File: src/rtl/lb_region_dispatcher.sv
// -----------------------------------------------------------------------------
// lb_region_dispatcher
//
// Purpose:
//   Front end of the load balancer. HTTP request metadata is buffered in a
//   small in-order FIFO. The operator ID of the request at the head of the FIFO
//   is compared with the operator loaded in every reconfigurable region.
//     - If an idle region holds it, a dispatch command is issued to the
//       lowest-index such region.
//     - If a region holds it but every such region is busy, the head waits.
//     - If no region holds it and PR_EN=1, a reconfiguration request is
//       issued for a round-robin victim region. The dispatcher then waits for
//       pr_done and retries the same entry against the updated region table.
//     - If no region holds it and PR_EN=0, the entry is dropped and counted.
//   Requests are served strictly in order. A waiting head blocks all entries
//   behind it.
//
// Ports:
//   aclk, aresetn      clock, asynchronous active-low reset
//   meta_tvalid/tready/tdata
//                      request metadata stream into the FIFO
//   region_stats_in    one W-bit slot per region: the operator currently loaded
//   region_busy        one bit per region: 1 = region occupied
//   lb_ctrl_valid/ready/lb_ctrl
//                      dispatch command {region index, operator ID}
//   pr_ctrl_valid/ready/pr_ctrl
//                      reconfiguration request {victim index, operator ID}
//   pr_done            one-cycle pulse: reconfiguration finished
//   queue_level        FIFO occupancy, 0..QDEPTH
//   drop_cnt           saturating count of dropped misses
// -----------------------------------------------------------------------------
module lb_region_dispatcher #(
    parameter int OPERATOR_ID_WIDTH = 16,
    parameter int HTTP_META_WIDTH   = 8,
    parameter int N_REGIONS         = 4,
    parameter int QDEPTH            = 4,
    parameter int PR_EN             = 1
) (
    input  logic                                   aclk,
    input  logic                                   aresetn,
    input  logic                                   meta_tvalid,
    output logic                                   meta_tready,
    input  logic [HTTP_META_WIDTH-1:0]             meta_tdata,
    input  logic [N_REGIONS*OPERATOR_ID_WIDTH-1:0] region_stats_in,
    input  logic [N_REGIONS-1:0]                   region_busy,
    output logic                                   lb_ctrl_valid,
    input  logic                                   lb_ctrl_ready,
    output logic [2*OPERATOR_ID_WIDTH-1:0]         lb_ctrl,
    output logic                                   pr_ctrl_valid,
    input  logic                                   pr_ctrl_ready,
    output logic [2*OPERATOR_ID_WIDTH-1:0]         pr_ctrl,
    input  logic                                   pr_done,
    output logic [$clog2(QDEPTH):0]                queue_level,
    output logic [31:0]                            drop_cnt
);

    localparam int W    = OPERATOR_ID_WIDTH;
    localparam int IDXW = $clog2(N_REGIONS);
    localparam int PTRW = $clog2(QDEPTH);
    localparam int CNTW = PTRW + 1;

    typedef enum logic [2:0] {
        S_IDLE,
        S_LOOKUP,
        S_DISPATCH,
        S_PR_REQ,
        S_PR_WAIT
    } state_t;

    // ------------------------------------------------------------------
    // Registers
    // ------------------------------------------------------------------
    state_t            state_reg,   state_next;
    logic [PTRW-1:0]   wr_ptr_reg;
    logic [PTRW-1:0]   rd_ptr_reg,  rd_ptr_next;
    logic [CNTW-1:0]   count_reg;
    logic [W-1:0]      head_op_reg;
    logic [W-1:0]      mem_reg [QDEPTH];
    logic [2*W-1:0]    lb_ctrl_reg, lb_ctrl_next;
    logic [2*W-1:0]    pr_ctrl_reg, pr_ctrl_next;
    logic [IDXW-1:0]   victim_reg,  victim_next;
    logic [IDXW-1:0]   rr_ptr_reg,  rr_ptr_next;
    logic [31:0]       drop_cnt_reg, drop_cnt_next;
    logic              ready_en_reg;

    // ------------------------------------------------------------------
    // Combinational signals
    // ------------------------------------------------------------------
    logic [W-1:0]          op_in;
    logic                  push;
    logic                  pop;
    logic [N_REGIONS-1:0]  match_vec;
    logic [N_REGIONS-1:0]  avail_vec;
    logic                  any_match;
    logic                  hit_found;
    logic [IDXW-1:0]       hit_idx;
    logic                  victim_found;
    logic [IDXW-1:0]       victim_idx;
    logic                  more_pending;

    // Zero-extend or truncate the metadata to operator-ID width.
    genvar gi;
    generate
        for (gi = 0; gi < W; gi++) begin : g_op
            if (gi < HTTP_META_WIDTH) begin : g_copy
                assign op_in[gi] = meta_tdata[gi];
            end else begin : g_zero
                assign op_in[gi] = 1'b0;
            end
        end
    endgenerate

    // Per-region comparison of the head operator against the loaded one.
    generate
        for (gi = 0; gi < N_REGIONS; gi++) begin : g_match
            assign match_vec[gi] = (region_stats_in[gi*W +: W] == head_op_reg);
            assign avail_vec[gi] = match_vec[gi] & ~region_busy[gi];
        end
    endgenerate

    assign any_match = |match_vec;

    // Region index placed in the low bits of a W-bit field, upper bits zero.
    function automatic logic [W-1:0] idx_ext(input logic [IDXW-1:0] idx);
        logic [W-1:0] ext;
        ext            = '0;
        ext[IDXW-1:0]  = idx;
        return ext;
    endfunction

    // Lowest-index idle region that already holds the operator.
    always_comb begin
        hit_found = 1'b0;
        hit_idx   = '0;
        for (int i = N_REGIONS - 1; i >= 0; i--) begin
            if (avail_vec[i]) begin
                hit_found = 1'b1;
                hit_idx   = IDXW'(i);
            end
        end
    end

    // First idle region starting at rr_ptr and wrapping modulo N_REGIONS.
    // The loop runs downward so the smallest offset from rr_ptr wins.
    // N_REGIONS need not be a power of two, so the wrap is an explicit subtract.
    always_comb begin
        logic [IDXW:0] cand;
        victim_found = 1'b0;
        victim_idx   = '0;
        cand         = '0;
        for (int i = N_REGIONS - 1; i >= 0; i--) begin
            cand = {1'b0, rr_ptr_reg} + (IDXW+1)'(i);
            if (cand >= (IDXW+1)'(N_REGIONS)) begin
                cand = cand - (IDXW+1)'(N_REGIONS);
            end
            if (!region_busy[cand[IDXW-1:0]]) begin
                victim_found = 1'b1;
                victim_idx   = cand[IDXW-1:0];
            end
        end
    end

    // ------------------------------------------------------------------
    // FIFO
    // ------------------------------------------------------------------
    // Ready is held low until the first clock edge after reset release.
    assign meta_tready = ready_en_reg && (count_reg < CNTW'(QDEPTH));
    assign push        = meta_tvalid && meta_tready;
    assign rd_ptr_next = rd_ptr_reg + PTRW'(pop);
    assign more_pending = (count_reg > CNTW'(1));

    always_ff @(posedge aclk) begin
        if (push) begin
            mem_reg[wr_ptr_reg] <= op_in;
        end
    end

    always_ff @(posedge aclk or negedge aresetn) begin
        if (!aresetn) begin
            wr_ptr_reg   <= '0;
            rd_ptr_reg   <= '0;
            count_reg    <= '0;
            head_op_reg  <= '0;
            ready_en_reg <= 1'b0;
        end else begin
            ready_en_reg <= 1'b1;
            if (push) begin
                wr_ptr_reg <= wr_ptr_reg + PTRW'(1);
            end
            rd_ptr_reg <= rd_ptr_next;
            case ({push, pop})
                2'b10:   count_reg <= count_reg + CNTW'(1);
                2'b01:   count_reg <= count_reg - CNTW'(1);
                default: count_reg <= count_reg;
            endcase
            // The head is read one edge ahead, from the next read address. When
            // that address is written in the same cycle, the FIFO is empty,
            // so the incoming word is forwarded directly.
            if (push && (wr_ptr_reg == rd_ptr_next)) begin
                head_op_reg <= op_in;
            end else begin
                head_op_reg <= mem_reg[rd_ptr_next];
            end
        end
    end

    // ------------------------------------------------------------------
    // Control FSM
    // ------------------------------------------------------------------
    always_ff @(posedge aclk or negedge aresetn) begin
        if (!aresetn) begin
            state_reg    <= S_IDLE;
            lb_ctrl_reg  <= '0;
            pr_ctrl_reg  <= '0;
            victim_reg   <= '0;
            rr_ptr_reg   <= '0;
            drop_cnt_reg <= '0;
        end else begin
            state_reg    <= state_next;
            lb_ctrl_reg  <= lb_ctrl_next;
            pr_ctrl_reg  <= pr_ctrl_next;
            victim_reg   <= victim_next;
            rr_ptr_reg   <= rr_ptr_next;
            drop_cnt_reg <= drop_cnt_next;
        end
    end

    always_comb begin
        state_next    = state_reg;
        pop           = 1'b0;
        lb_ctrl_next  = lb_ctrl_reg;
        pr_ctrl_next  = pr_ctrl_reg;
        victim_next   = victim_reg;
        rr_ptr_next   = rr_ptr_reg;
        drop_cnt_next = drop_cnt_reg;

        case (state_reg)
            S_IDLE: begin
                if (count_reg != '0) begin
                    state_next = S_LOOKUP;
                end
            end

            S_LOOKUP: begin
                if (hit_found) begin
                    lb_ctrl_next = {idx_ext(hit_idx), head_op_reg};
                    state_next   = S_DISPATCH;
                end else if (any_match) begin
                    // Operator is loaded but every holder is busy: keep polling.
                    state_next = S_LOOKUP;
                end else if (PR_EN != 0) begin
                    if (victim_found) begin
                        pr_ctrl_next = {idx_ext(victim_idx), head_op_reg};
                        victim_next  = victim_idx;
                        state_next   = S_PR_REQ;
                    end
                end else begin
                    pop = 1'b1;
                    if (drop_cnt_reg != 32'hFFFF_FFFF) begin
                        drop_cnt_next = drop_cnt_reg + 32'd1;
                    end
                    state_next = more_pending ? S_LOOKUP : S_IDLE;
                end
            end

            S_DISPATCH: begin
                if (lb_ctrl_ready) begin
                    pop        = 1'b1;
                    state_next = more_pending ? S_LOOKUP : S_IDLE;
                end
            end

            S_PR_REQ: begin
                if (pr_ctrl_ready) begin
                    if (victim_reg == IDXW'(N_REGIONS - 1)) begin
                        rr_ptr_next = '0;
                    end else begin
                        rr_ptr_next = victim_reg + IDXW'(1);
                    end
                    state_next = S_PR_WAIT;
                end
            end

            S_PR_WAIT: begin
                // The entry stays at the head and is looked up again once the
                // region table reflects the new operator.
                if (pr_done) begin
                    state_next = S_LOOKUP;
                end
            end

            default: begin
                state_next = S_IDLE;
            end
        endcase
    end

    // ------------------------------------------------------------------
    // Outputs
    // ------------------------------------------------------------------
    assign lb_ctrl_valid = (state_reg == S_DISPATCH);
    assign pr_ctrl_valid = (state_reg == S_PR_REQ);
    assign lb_ctrl       = lb_ctrl_reg;
    assign pr_ctrl       = pr_ctrl_reg;
    assign queue_level   = count_reg;
    assign drop_cnt      = drop_cnt_reg;

endmodule

File: config.mk
export PLATFORM = sky130hd
export DESIGN_NAME = lb_region_dispatcher
export DESIGN_NICKNAME = d
export VERILOG_FILES = /design/src/rtl/lb_region_dispatcher.sv
export SDC_FILE = /design/constraint.sdc
export NUM_CORES = 1
export LEC_CHECK = 0
export BUFFER_PORTS_ARGS = -buffer_cell sky130_fd_sc_hd__buf_2
export CORE_UTILIZATION = 25
export DETAILED_ROUTE_END_ITERATION = 10
export HOLD_SLACK_MARGIN = 0.1
export PLACE_DENSITY_LB_ADDON = 0.25
export SYNTH_ARGS = -nofsm -noshare
export SYNTH_HDL_FRONTEND = slang
export SYNTH_SLANG_ARGS = --single-unit
File: constraint.sdc
create_clock -name aclk -period 5.7 [get_ports aclk]
set_input_delay 0.57 -clock aclk [delete_from_list [all_inputs] [get_ports aclk]]
set_output_delay 0.57 -clock aclk [all_outputs]
set_load 0.03 [all_outputs]
After elaboration in Yosys (flattened, before gate mapping)
Memories as Yosys holds them, arrays and structs flattened. A register that Yosys moved wholly into a read port is not among the register bits.
Index checks and enable logic that the tools add are counted.

storage, ports and cells
  bits in registers = 67
  bits in latches = 0
  RAM bits = 32
  bits in read-only memories = 0
  input port bits = 82
  output and inout port bits = 102
  logic and storage cells = 116
  memories kept = 1

operators by class
  add/sub/neg operators = 12
  multipliers = 0
  div/mod/pow operators = 0
  order comparisons = 10
  equality and inequality tests = 17
  shift-type cells = 0
  mux-type cells = 44
  bitwise logic cells = 10
  reductions and logical operators = 12

memories
  memory   depth  bits a word  rd ports  clocked after memory_dff  write ports  line  RTL
  mem_reg  4      8            1         1                         1            78    logic [W-1:0] mem_reg [QDEPTH];

operators by type and width
  operator                                                                 count
  16-bit == test                                                           4
  2-bit 2-to-1 mux                                                         13
  3-bit 2-to-1 mux                                                         7
  1-bit 2-to-1 mux                                                         17
  16-bit 2-to-1 mux                                                        1
  3-bit case mux with 5 select lines                                       1
  2-bit by 3-bit < comparator with 1-bit output, second input constant     4
  3-bit greater-or-equal comparator, second input constant                 3
  1-bit binary-select mux with 2-bit select                                4
  2-bit by 1-bit subtractor with 2-bit output, second input constant       4
  2-bit by 2-bit adder with 3-bit output, second input constant            2
  3-bit by 2-bit == test with 1-bit output, second input constant          2
  1-bit NOT                                                                6
  3-bit case mux with 2 select lines                                       1
  5-bit AND reduction                                                      1
  2-bit by 1-bit adder with 2-bit output, second input constant            2
  1-bit AND                                                                4
  2-bit == test, second input constant                                     2
  2-bit by 1-bit inequality test with 1-bit output, second input constant  2
  2-bit inequality test, second input constant                             2
  4-bit inequality test, second input constant                             1
  2-bit AND reduction                                                      2
  4-bit AND reduction                                                      1
  4-bit OR reduction                                                       1
  16 further kinds                                                         18

Longest topological paths before layout
  depth after elaboration = 13
  depth in mapped cells = 8

Least setup slack after synthesis
No wires, ideal clock.

  path type = reg-to-reg
  start = register state_reg[1]
  end = register head_op_reg[0], read port of mem_reg
  library setup time = 0.125 ns
  arrival = 2.754 ns
  data required time = 5.575 ns
  setup slack = 2.821 ns
  stages on the path, launching flop included = 8
  buffers on the path = 1
  cells stage by stage = dfrtp_1 -> nor2b_1 -> nor2b_1 -> and2_1 -> ha_1 -> buf_1 -> mux4_2 -> mux2_2

on the way
  cells in the longest elaborated chain, start to end = 3

ends and longest elaborated chain
  what                                      line  RTL
  start, declared                           73    state_t state_reg, state_next;
  start signal, assigned                    219   state_reg <= state_next;
  3-bit by 2-bit == test with 1-bit output  n/a
  via lb_ctrl_valid                         46    output logic lb_ctrl_valid,
  1-bit 2-to-1 mux                          n/a
  2-bit by 1-bit adder with 2-bit output    169   assign rd_ptr_next = rd_ptr_reg + PTRW'(pop);
  via rd_ptr_next[0]                        75    logic [PTRW-1:0] rd_ptr_reg, rd_ptr_next;
  end, declared                             77    logic [W-1:0] head_op_reg;

The timed path passes the listed nets, and every way through them passes these cells.
A chain may end at the register's enable or synchronous reset.

Worst setup path after layout
  start = register state_reg[1]
  end = register head_op_reg[3], read port of mem_reg

on the way
  cells in the longest elaborated chain, start to end = 3

ends and longest elaborated chain
  what                                      line  RTL
  3-bit by 2-bit == test with 1-bit output  237   case (state_reg)
  1-bit 2-to-1 mux                          n/a
  2-bit by 1-bit adder with 2-bit output    169
  via rd_ptr_next[1]                        75

The timed path passes the listed nets, and every way through them passes these cells.

==> impl_metrics.toml <==
[logic_synthesis]
post_synth_main_area_contributors = "dfrtp_1, edfxtp_1, buf_4"
synth.yosys.warnings = 0
syn_area_sq_mm = 0.00425
synth_xor_area_share_pct = 8.03
synth_compound_gate_area_share_pct = 4.12
postSynth.asyncResetShare_pct = 56.2
synth_enable_flop_cells = 32
synth_fa_ha_area_share_pct = 2.94
seq_area_frac_synth_pct = 46.7
largest_family_of_logic_cells_by_synthesized_area = "buffers and inverters"
post_synth_top_flop = "dfrtp_1"
yosys.area_share.simple_pct = 8.71
postSynthCellCount = 341
synth_top_cell_by_area = "dfrtp_1"
synth.avg_cell_area_sq_um = 12.5
synth_top_area_share_pct = 24.1
postSynthRegisterBits = 73
synth.distinct_cells = 43
post_synth_mux_area_share_pct = 12.6

[worst_setup_path]
ff2ff_path_depth = 8
r2r_setup_slack_ns = 2.75
required_time_of_the_critical_path_ns = 5.92
timing.critical_path.to_type = "flip-flop"
critical_path.reg2reg.startpoint = "state_reg[1]$_DFFE_PN0P_"
critical_path.startpoint_type = "flip-flop"
worst-path-max-fanout = 10
rr_endpoint = "head_op_reg[3]$_DFF_PN0_"
critPathKind = "flip-flop to flip-flop"
worst_ep_arrival_time_ns = 3.17

[route]
via_count = 2627
first_pass_iters = 4
vias_per_cell = 3.93
drt-wirelength-per-cell_microns = 14.3
route.final.wire_length_microns = 9540
route.detailed.drc = 0
detail_route.iter0.violations = 125
drtAntennaViolNets = 0

[cells_and_area]
n_antenna_cell = 0
largest_reg_flops = 32
syn_to_final_growth_pct = 16.7
post_layout_utilization_of_the_core_pct = 29.9
multiInputGateArea_sq_mm = 0.00184
fraction_of_layout_cells_with_a_size_suffix_above_1_pct = 37.6
fillerInstances = 1694
layout.area.seq_sq_mm = 0.00199
nNetsFinal = 536

[sta]
timing.final.crit_share_pct = 51.8
final.setup.tns_ns = 0
fin_worst_hold_slack_ns = 0.402
worst_slew_pin_slew_ns = 1.01
fmaxAchievable_mhz = 339
finalSetupViolations = 0
post-route-worst-setup-slack_ns = 2.75
finalHoldViolations = 0
timing.max_slew.rel_slack_pct = 32.5
period_minus_slack_ns = 2.95
timing.clock.skew_ns = 0.00810
slew_viol_final = 0
setup_repair_after_global_routing_missed_its_margin = "false"

[floorplan]
rows = 47
initial_utilization_pct = 25.7
die_area_sq_mm = 0.0175
floorplan.die.width_microns = 132
die_height_microns = 132
design.core.area_sq_mm = 0.0166
io_pins = 184

[clock_network]
cts_tree = "built"
cts_made_buffers = 9
cts_hold_repair.buffers = 0
cts_post_setup_buffers_inserted = 0
cts-root-buf = "clkbuf_16"
clk_path_buf_depth = 2
ctsHtreeMaxLevel = 3
post_cts_resize_count = 0
clk_pin_slew_ns = 0.06
clock_latency_ns = 0.34
cts.sink_count = 73

[placed_design]
dp_worst_setup_slack_ns = 2.67
gp_congestion = 0.772
placement.io_buffers = 107
hpwl_microns = 7350

[power_and_ir_drop]
leakagePower_nw = 2.23
total_power_w = 0.00231
vdd_drop_max_mv = 0.138
power-per-cell-area_mw_per_mm2 = 464

[run_status]
status = "completed"

[grt]
grt_pass1_wl_microns = 14500
number_of_global_route_vias_before_repair = 2581
grt_max_degree = 42
antenna_found_initial = 0
grt_remaining_overflow = 0
globalRouteTotalUtil_pct = 11.2

[flow_run]
max_cap_violations = 0

[worst_hold_path]
worstHoldPathType = "primary input to asynchronous set/reset pin"
metrics by stage:
stage / instances / area (sq um)
global placement: 653 / 4660
CTS: 669 / 4970
detailed placement: 653 / 4660
global route: 669 / 4970
finish: 669 / 4970
floorplan: 416 / 4540
how the worst max path moves through the flow:
| stage | end | from |
|---|---|---|
| CTS | head_op_reg[0]$_DFF_PN0_ | state_reg[1]$_DFFE_PN0P_ |
| global route | head_op_reg[4]$_DFF_PN0_ | state_reg[1]$_DFFE_PN0P_ |
| finish | head_op_reg[3]$_DFF_PN0_ | state_reg[1]$_DFFE_PN0P_ |
| detailed placement | head_op_reg[0]$_DFF_PN0_ | state_reg[1]$_DFFE_PN0P_ |
| floorplan | head_op_reg[0]$_DFF_PN0_ | state_reg[1]$_DFFE_PN0P_ |
| global placement | head_op_reg[1]$_DFF_PN0_ | state_reg[1]$_DFFE_PN0P_ |
critical path: stages, from the launching register on:
cell	delay, ns
dfrtp_1	0.42
nor2b_1	0.25
nor2b_1	0.20
and2_1	0.18
ha_1	0.17
xor2_1	0.79
xnor2_1	0.22
nand3_2	0.25
mux2_2	0.36
layout make-up:
type | instances | area share (%)
clock inverters | 7 | 1.56
repair buffers | 107 | 10.8
flip-flops and latches | 73 | 40.0
multi-input cells | 245 | 37.0
clock buffers | 9 | 4.54
well taps | 220 | 5.54
inverters | 8 | 0.605
power breakdown:
part / internal, W / switching, W / leakage, nW
Sequential: 0.000681 / 0.000173 / 0.792
Combinational: 0.000394 / 0.000481 / 1.28
Clock: 0.000344 / 0.000233 / 0.152
Total: 0.00142 / 0.000888 / 2.23
synth_stat cells, drive strengths merged, types with 3 or more instances:
cell	instances
nor2b	4
o21ai	6
mux2	27
clkbuf	4
xor2	10
o31ai	3
inv	8
ha	10
buf	86
nor4	9
nor2	11
nand2	10
or4	3
edfxtp	32
xnor2	29
mux4	8
a21oi	5
and2	3
dfrtp	41
and3	4
nand4	10
nand3	4
routing by layer:
metal | GRT usage, % | wire, microns | vias to the layer above
li1 | - | - | 1243
met1 | 12.5 | 3930 | 1254
met2 | 20.4 | 4940 | 119
met3 | 2.72 | 509 | 11
met4 | 4.79 | 167 | 0
met5 | 0 | 0 | -
cells in the final DEF, fill, tap and decap left out, types with 2 or more instances in the layout:
| cell | synthesis | layout |
|---|---|---|
| a21oi_1 | 5 | 5 |
| and2_1 | 3 | 3 |
| and3_1 | 4 | 4 |
| buf_2 | 0 | 107 |
| clkbuf_16 | 0 | 9 |
| clkinv_2 | 0 | 2 |
| conb_1 | 2 | 77 |
| dfrtp_1 | 41 | 41 |
| edfxtp_1 | 32 | 32 |
| ha_1 | 10 | 10 |
| inv_1 | 8 | 8 |
| inv_6 | 0 | 2 |
| mux2_2 | 19 | 19 |
| mux2_4 | 8 | 8 |
| mux2i_1 | 2 | 2 |
| mux4_2 | 8 | 8 |
| nand2_1 | 10 | 10 |
| nand3_1 | 3 | 3 |
| nand4_1 | 10 | 10 |
| nor2_1 | 9 | 9 |
| nor2_4 | 2 | 2 |
| nor2b_1 | 4 | 4 |
| nor4_1 | 7 | 7 |
| nor4_2 | 2 | 2 |
| o21ai_0 | 6 | 6 |
| o31ai_1 | 2 | 2 |
| or4_4 | 3 | 3 |
| xnor2_1 | 29 | 29 |
| xor2_1 | 10 | 10 |
logic make-up (layout without fill, tap and decap cells):
kind of cell / after synthesis / count (layout)
buffers and inverters: 98 / 131
AOI/OAI and AO/OA: 22 / 22
other: 2 / 77
and+or+nand+nor: 60 / 60
DFF: 73 / 73
adders and majority gates: 10 / 10
xor gates and xnor gates: 39 / 39
muxes: 37 / 37
No activity file was read; power rests on OpenSTA's default activity.
